### config.mk
export PLATFORM = sky130hd
export DESIGN_NAME = poc_stream_host
export DESIGN_NICKNAME = d
export VERILOG_FILES = /design/src/rtl/poc_stream_host.sv
export SDC_FILE = /design/constraint.sdc
export NUM_CORES = 1
export LEC_CHECK = 0
export ABC_CLOCK_PERIOD_IN_PS = 5090
export CAP_MARGIN = 10
export CORE_ASPECT_RATIO = 0.8
export CORE_MARGIN = 10
export CORE_UTILIZATION = 60
export DETAILED_ROUTE_END_ITERATION = 16
export GPL_TIMING_DRIVEN = 0
export HOLD_SLACK_MARGIN = 0.1
export PLACE_DENSITY = 0.9
export SLEW_MARGIN = 0
export SYNTH_ARGS = -nofsm -noshare
export SYNTH_HDL_FRONTEND = slang
export SYNTH_SLANG_ARGS = --single-unit
export TNS_END_PERCENT = 50
### constraint.sdc
create_clock -name clk -period 5.09 [get_ports clk]
set_clock_uncertainty 0.15 [all_clocks]
set_input_delay 1.018 -clock clk [delete_from_list [all_inputs] [get_ports clk]]
set_output_delay 1.018 -clock clk [all_outputs]
set_load 0.02 [all_outputs]
### src/rtl/poc_stream_host.sv
`timescale 1ns/1ps
// poc_stream_host: buffers a byte stream in a FIFO and delivers each byte to
// the POC printer controller over its register bus. Each byte is handshaked
// by SR7 polling or by irq, and the handshake has a ready-wait timeout.
module poc_stream_host #(
   parameter int DW       = 8,
   parameter int DEPTH    = 16,
   parameter int SETTLE   = 50,
   parameter int POLL_GAP = 2500,
   parameter int TIMEOUT  = 250000,
   parameter int CNT_W    = 20,
   parameter int TO_W     = 24
) (
   input  logic                     clk,
   input  logic                     rst_n,
   input  logic [DW-1:0]            s_data,
   input  logic                     s_valid,
   output logic                     s_ready,
   input  logic                     mode_int,
   input  logic                     irq,
   input  logic                     reg_out,
   output logic [DW-1:0]            data_out,
   output logic                     rw,
   output logic                     reg_in,
   output logic [2:0]               addr,
   output logic                     busy,
   output logic                     sent,
   output logic                     err_timeout,
   input  logic                     err_clr,
   output logic [$clog2(DEPTH):0]   level
);

   localparam int AW = $clog2(DEPTH);
   localparam logic [AW:0] LV_FULL = (AW+1)'(DEPTH);

   typedef enum logic [2:0] {
      S_IDLE, S_SET_MODE, S_POLL_RD, S_POLL_GAP, S_WAIT_IRQ, S_WR_DATA, S_SET_BUSY
   } state_t;

   state_t            r_state, w_nxt;
   logic [DW-1:0]     r_mem [DEPTH];
   logic [AW-1:0]     r_wp, r_rp;
   logic [AW:0]       r_level;
   logic [CNT_W-1:0]  r_cnt;
   logic [TO_W-1:0]   r_to;
   logic              r_known, r_prog, r_mode;
   logic              r_rw, r_reg_in, r_sent, r_err;
   logic [2:0]        r_addr;
   logic [DW-1:0]     r_data;

   logic w_push, w_pop, w_empty, w_set_done, w_gap_done, w_in_wait, w_to_hit;
   logic w_ld_sr0, w_ld_data, w_ld_sr7, w_ld_rd, w_to_clr, w_to_fire, w_sent;
   logic w_mode_ld, w_cnt_hold;

   assign w_empty    = (r_level == '0);
   assign s_ready    = (r_level != LV_FULL);
   assign w_push     = s_valid & s_ready;
   assign w_set_done = (r_cnt == CNT_W'(SETTLE - 1));
   assign w_gap_done = (r_cnt == CNT_W'(POLL_GAP - 1));
   assign w_in_wait  = (r_state == S_POLL_RD) || (r_state == S_POLL_GAP) ||
                       (r_state == S_WAIT_IRQ);
   assign w_to_hit   = (TIMEOUT != 0) && w_in_wait && (r_to == TO_W'(TIMEOUT - 1));
   // WAIT_IRQ settles once and then parks the counter while it waits for irq
   assign w_cnt_hold = (r_state == S_WAIT_IRQ) && w_set_done;
   assign w_ld_rd    = (w_nxt == S_POLL_RD) && (r_state != S_POLL_RD);

   assign data_out    = r_data;
   assign rw          = r_rw;
   assign reg_in      = r_reg_in;
   assign addr        = r_addr;
   assign sent        = r_sent;
   assign err_timeout = r_err;
   assign level       = r_level;
   assign busy        = (r_state != S_IDLE) || !w_empty;

   // Next-state and per-cycle control decisions
   always_comb begin
      w_nxt     = r_state;
      w_ld_sr0  = 1'b0;
      w_ld_data = 1'b0;
      w_ld_sr7  = 1'b0;
      w_to_clr  = 1'b0;
      w_to_fire = 1'b0;
      w_pop     = 1'b0;
      w_sent    = 1'b0;
      w_mode_ld = 1'b0;
      case (r_state)
         S_IDLE: if (!w_empty) begin
            w_mode_ld = 1'b1;
            w_to_clr  = 1'b1;
            if (!r_known || (mode_int != r_prog)) begin
               w_nxt    = S_SET_MODE;
               w_ld_sr0 = 1'b1;
            end else begin
               w_nxt = mode_int ? S_WAIT_IRQ : S_POLL_RD;
            end
         end
         S_SET_MODE: if (w_set_done) begin
            w_to_clr = 1'b1;
            w_nxt    = r_mode ? S_WAIT_IRQ : S_POLL_RD;
         end
         S_POLL_RD:  if (w_set_done) w_nxt = reg_out ? S_WR_DATA : S_POLL_GAP;
         S_POLL_GAP: if (w_gap_done) w_nxt = S_POLL_RD;
         S_WAIT_IRQ: if (w_set_done && !irq) w_nxt = S_WR_DATA;
         S_WR_DATA: if (w_set_done) begin
            w_nxt    = S_SET_BUSY;
            w_ld_sr7 = 1'b1;
         end
         S_SET_BUSY: if (w_set_done) begin
            w_nxt  = S_IDLE;
            w_sent = 1'b1;
         end
         default: w_nxt = S_IDLE;
      endcase
      // Ready seen in the same cycle as the timeout still delivers the byte
      if ((w_nxt == S_WR_DATA) && (r_state != S_WR_DATA)) begin
         w_ld_data = 1'b1;
         w_pop     = 1'b1;
      end else if (w_to_hit) begin
         w_nxt     = S_IDLE;
         w_pop     = 1'b1;
         w_to_fire = 1'b1;
      end
   end

   // State, delay counter, timeout counter and mode tracking
   always_ff @(posedge clk or negedge rst_n) begin
      if (!rst_n) begin
         r_state <= S_IDLE;
         r_cnt   <= '0;
         r_to    <= '0;
         r_known <= 1'b0;
         r_prog  <= 1'b0;
         r_mode  <= 1'b0;
         r_err   <= 1'b0;
      end else begin
         r_state <= w_nxt;
         if (w_nxt != r_state) r_cnt <= '0;
         else if (!w_cnt_hold)  r_cnt <= r_cnt + CNT_W'(1);
         if (w_to_clr)       r_to <= '0;
         else if (w_in_wait) r_to <= r_to + TO_W'(1);
         if (w_mode_ld) r_mode <= mode_int;
         if (w_ld_sr0) begin
            r_known <= 1'b1;
            r_prog  <= mode_int;
         end
         if (w_to_fire)    r_err <= 1'b1;
         else if (err_clr) r_err <= 1'b0;
      end
   end

   // Registered bus outputs: rw is a single-cycle strobe, addr/data/reg_in hold
   always_ff @(posedge clk or negedge rst_n) begin
      if (!rst_n) begin
         r_rw     <= 1'b0;
         r_reg_in <= 1'b0;
         r_addr   <= 3'd0;
         r_data   <= '0;
         r_sent   <= 1'b0;
      end else begin
         r_rw   <= w_ld_sr0 | w_ld_data | w_ld_sr7;
         r_sent <= w_sent;
         if (w_ld_sr0) begin
            r_addr   <= 3'd0;
            r_reg_in <= mode_int;
         end else if (w_ld_data) begin
            r_addr <= 3'd1;
            r_data <= r_mem[r_rp];
         end else if (w_ld_sr7) begin
            r_addr   <= 3'd7;
            r_reg_in <= 1'b0;
         end else if (w_ld_rd) begin
            r_addr <= 3'd7;
         end
      end
   end

   // Byte FIFO; simultaneous push and pop leave the level unchanged
   always_ff @(posedge clk or negedge rst_n) begin
      if (!rst_n) begin
         for (int i = 0; i < DEPTH; i++) r_mem[i] <= '0;
         r_wp    <= '0;
         r_rp    <= '0;
         r_level <= '0;
      end else begin
         if (w_push) begin
            r_mem[r_wp] <= s_data;
            r_wp        <= r_wp + AW'(1);
         end
         if (w_pop) r_rp <= r_rp + AW'(1);
         case ({w_push, w_pop})
            2'b10:   r_level <= r_level + (AW+1)'(1);
            2'b01:   r_level <= r_level - (AW+1)'(1);
            default: r_level <= r_level;
         endcase
      end
   end

endmodule

==> qor.txt <==
Worst-path clk slew - 60 ps
Placed Area - 10500 um^2
post-route design area - 11200 um^2
initial antenna violation count - 0
compound-gate portion of the synthesized area - 4.10%
Slew HR - 30.9%
Setup-failing EPs final - 0
drt wl/cell - 22.5 um
CTS Buf Count - 21
WS Path Type - flip-flop to flip-flop
syn_nets - 801
mux contribution to synthesized area - 24.0%
Netlist Area Pre-Place - 9880 um^2
# port buffers - 36
drt initial violations - 700
P&R area growth vs syn - 13.8%
Final ANT Viol Nets - 0
maximum vdd drop - 0.251 mV
fin. max-slew vios - 0
final setup margin - 1060 ps
hold crit path type - flip-flop to flip-flop
IO Count - 37
clock tree buffer depth - 3
worst slew pin tran - 1040 ps
Die H - 135 um
H-tree depth - 1
peak fanout along the critical path - 7
adder-cell area share of the yosys netlist - 1.72%
Nets - 861
first-pass GRT wire length - 39000 um
Hold Path Origin - data_out[0]
Syn Inst Count - 773
Yosys reg bits - 205
critical path data arrival time - 4250 ps
TritonCTS clock tree - built
Initial Util - 61.9%
Fmax - 248 MHz
Worst setup SP type - flip-flop
simple-gate share of the synthesized area - 11.7%
most common cell after layout, fill and taps aside - dfrtp_1
Power Total - 5.40 mW
number of global-route vias before repair - 7035
DR vias/cell - 6.35
# diodes - 0
post-cts resize count - 0
RSZ-0062 raised after global routing - false
Critical Path End Type - flip-flop
root buffer cell - clkbuf_16
CP required - 5310 ps
DRC viols - 0
Tmin final - 4030 ps
sequential-to-total area share from yosys stat - 51.9%
final hold vios - 0
Setup WS pre-CTS - 671 ps
area of the multi-input gates - 4550 um^2
fin crit share - 79.2%
FFs w/ async S/R, synth - 100%
fillcell total - 997
Post-synth EDFFs - 0
row count - 41
GP Congestion - 0.952
clk sinks - 205
grt total ovfl - 0
Setup Fix Bufs, Post-CTS - 0
Avg Inst Size Synth - 12.8 um^2
Die Area - 22000 um^2
largest net degree at the start of global routing - 108
MaxCap Viol Count - 0
worst skew pair latency - 500 ps
Seq. cell area - 5130 um^2
chip width - 163 um
proportion of layout cells with a drive suffix above 1 - 26.5%
Pwr per Cell Area - 480 nW/um^2
reg2reg start - r_cnt[1]
Critical Path Start - r_cnt[1]
most frequent cells in the layout - dfrtp_1, mux2_2, nand2_1
CTS Hold Buffers Added - 0
Core Area - 16000 um^2
total wire length - 23900 um
Synth warnings - 0
Netlist cell types - 60
overall routing resource usage - 22.1%
largest family of logic cells by synthesized area - multiplexers
Leak - 4.96 nW
Detail Placement HPWL - 15300 um
xor/xnor share of the synthesized area - 4.43%
DR vias - 6749
outcome - completed
router iterations before antenna repair - 5
top_reg_cell synth - dfrtp_1
==> final timing paths <==
check / end / slack [ps] / cells after the start
worst max-delay path: level[4] / 1060 / 15
worst min-delay path: data_out[0] / 320 / 2
worst max register to register: level[4] / 1060 / 15
worst min register to register: data_out[0] / 320 / 2
max in group asynchronous: r_mem[116] / 3450 / 2
min in group asynchronous: r_cnt[16] / 360 / 1
==> state kept, by name (all words and copies together), names as in the netlist, 3 cells and up <==
name / cells
r_state: 3
r_to: 24
r_cnt: 20
r_wp: 4
r_mem: 128
data_out: 8
level: 5
r_rp: 4
==> final cells by class <==
cell class              count  share of cell area (%)
plain buffers              40                    1.39
flip-flops and latches    205                    45.6
multi-input cells         516                    40.4
inverters                  12                   0.401
well taps                 215                    2.39
clock buffers              30                    5.42
repair buffers             37                    3.49
clock inverters             8                   0.835
==> routing by layer <==
layer | up-vias | GRT usage, % | part of all wire, %
li1 | 2919 | - | -
met1 | 3435 | 29.2 | 41
met2 | 332 | 34.8 | 47
met3 | 63 | 5.65 | 8.5
met4 | 0 | 7.68 | 3.4
met5 | - | 0 | 0
==> worst max-delay path, cell delays in order (launching register included) <==
cell and delay (ps):
dfrtp_1 410, inv_1 110, ha_1 160, nor4b_2 260, nand3_1 260, or4_1 540, nand4_2 150, nand3_1 200
nand2_1 260, ha_1 330, ha_1 310, a21o_1 190, a21oi_1 180, xor2_1 170, nor2_1 70, xor2_1 150
==> power breakdown <==
part           leakage, nW  switching (mW)  internal [mW]  total [mW]
registers             2.60           0.326           2.15        2.47
clock network        0.352           0.647          0.936        1.58
logic                 2.00           0.568          0.779        1.35
total                 4.96            1.54           3.86        5.40
==> stage by stage <==
step | hold WS, ps | utilization, % | cells | setup TNS (ps)
after detailed placement | 309 | 66.1 | 1025 | 0
final | 315 | 70.5 | 1063 | 0
after global routing | 348 | 70.5 | 1063 | 0
after CTS | 323 | 70.5 | 1063 | 0
after global placement | 302 | 65.9 | 1024 | -1120190
after floorplan | 324 | - | 773 | 0
==> synthesized netlist by cell type (all sizes together), types with 2 or more instances <==
cell / n / area, um^2
and3: 11 / 68.8
clkbuf: 28 / 105
a21o: 4 / 30.0
o21ai: 17 / 85.1
or4: 5 / 37.5
nor2b: 8 / 50.1
nor3: 7 / 40.0
ha: 12 / 150
buf: 12 / 51.3
mux2: 130 / 1460
or3: 6 / 42.5
o22ai: 2 / 12.5
mux4: 40 / 901
a32oi: 2 / 25.0
dfrtp: 205 / 5130
a21oi: 8 / 40.0
and4: 2 / 17.5
xor2: 34 / 298
nand2: 62 / 233
nor4: 9 / 75.1
o311a: 2 / 20.0
nand3: 36 / 185
xnor2: 16 / 140
nor4b: 6 / 58.8
o211ai: 4 / 35.0
nor2: 53 / 199
and2: 4 / 25.0
a21boi: 2 / 15.0
or2: 3 / 18.8
nand4: 12 / 81.3
inv: 12 / 45.0
a211oi: 2 / 20.0
nand2b: 3 / 18.8
==> cells by family (layout without fill, tap and decap cells) <==
kind of cell / Yosys count / in the layout
xor gates and xnor gates: 50 / 50
adders and majority gates: 13 / 13
DFF: 205 / 205
muxes: 171 / 171
buffers and inverters: 52 / 127
and+or+nand+nor: 228 / 228
AOI/OAI and AO/OA: 54 / 54
(Power assumes the default switching activity.)
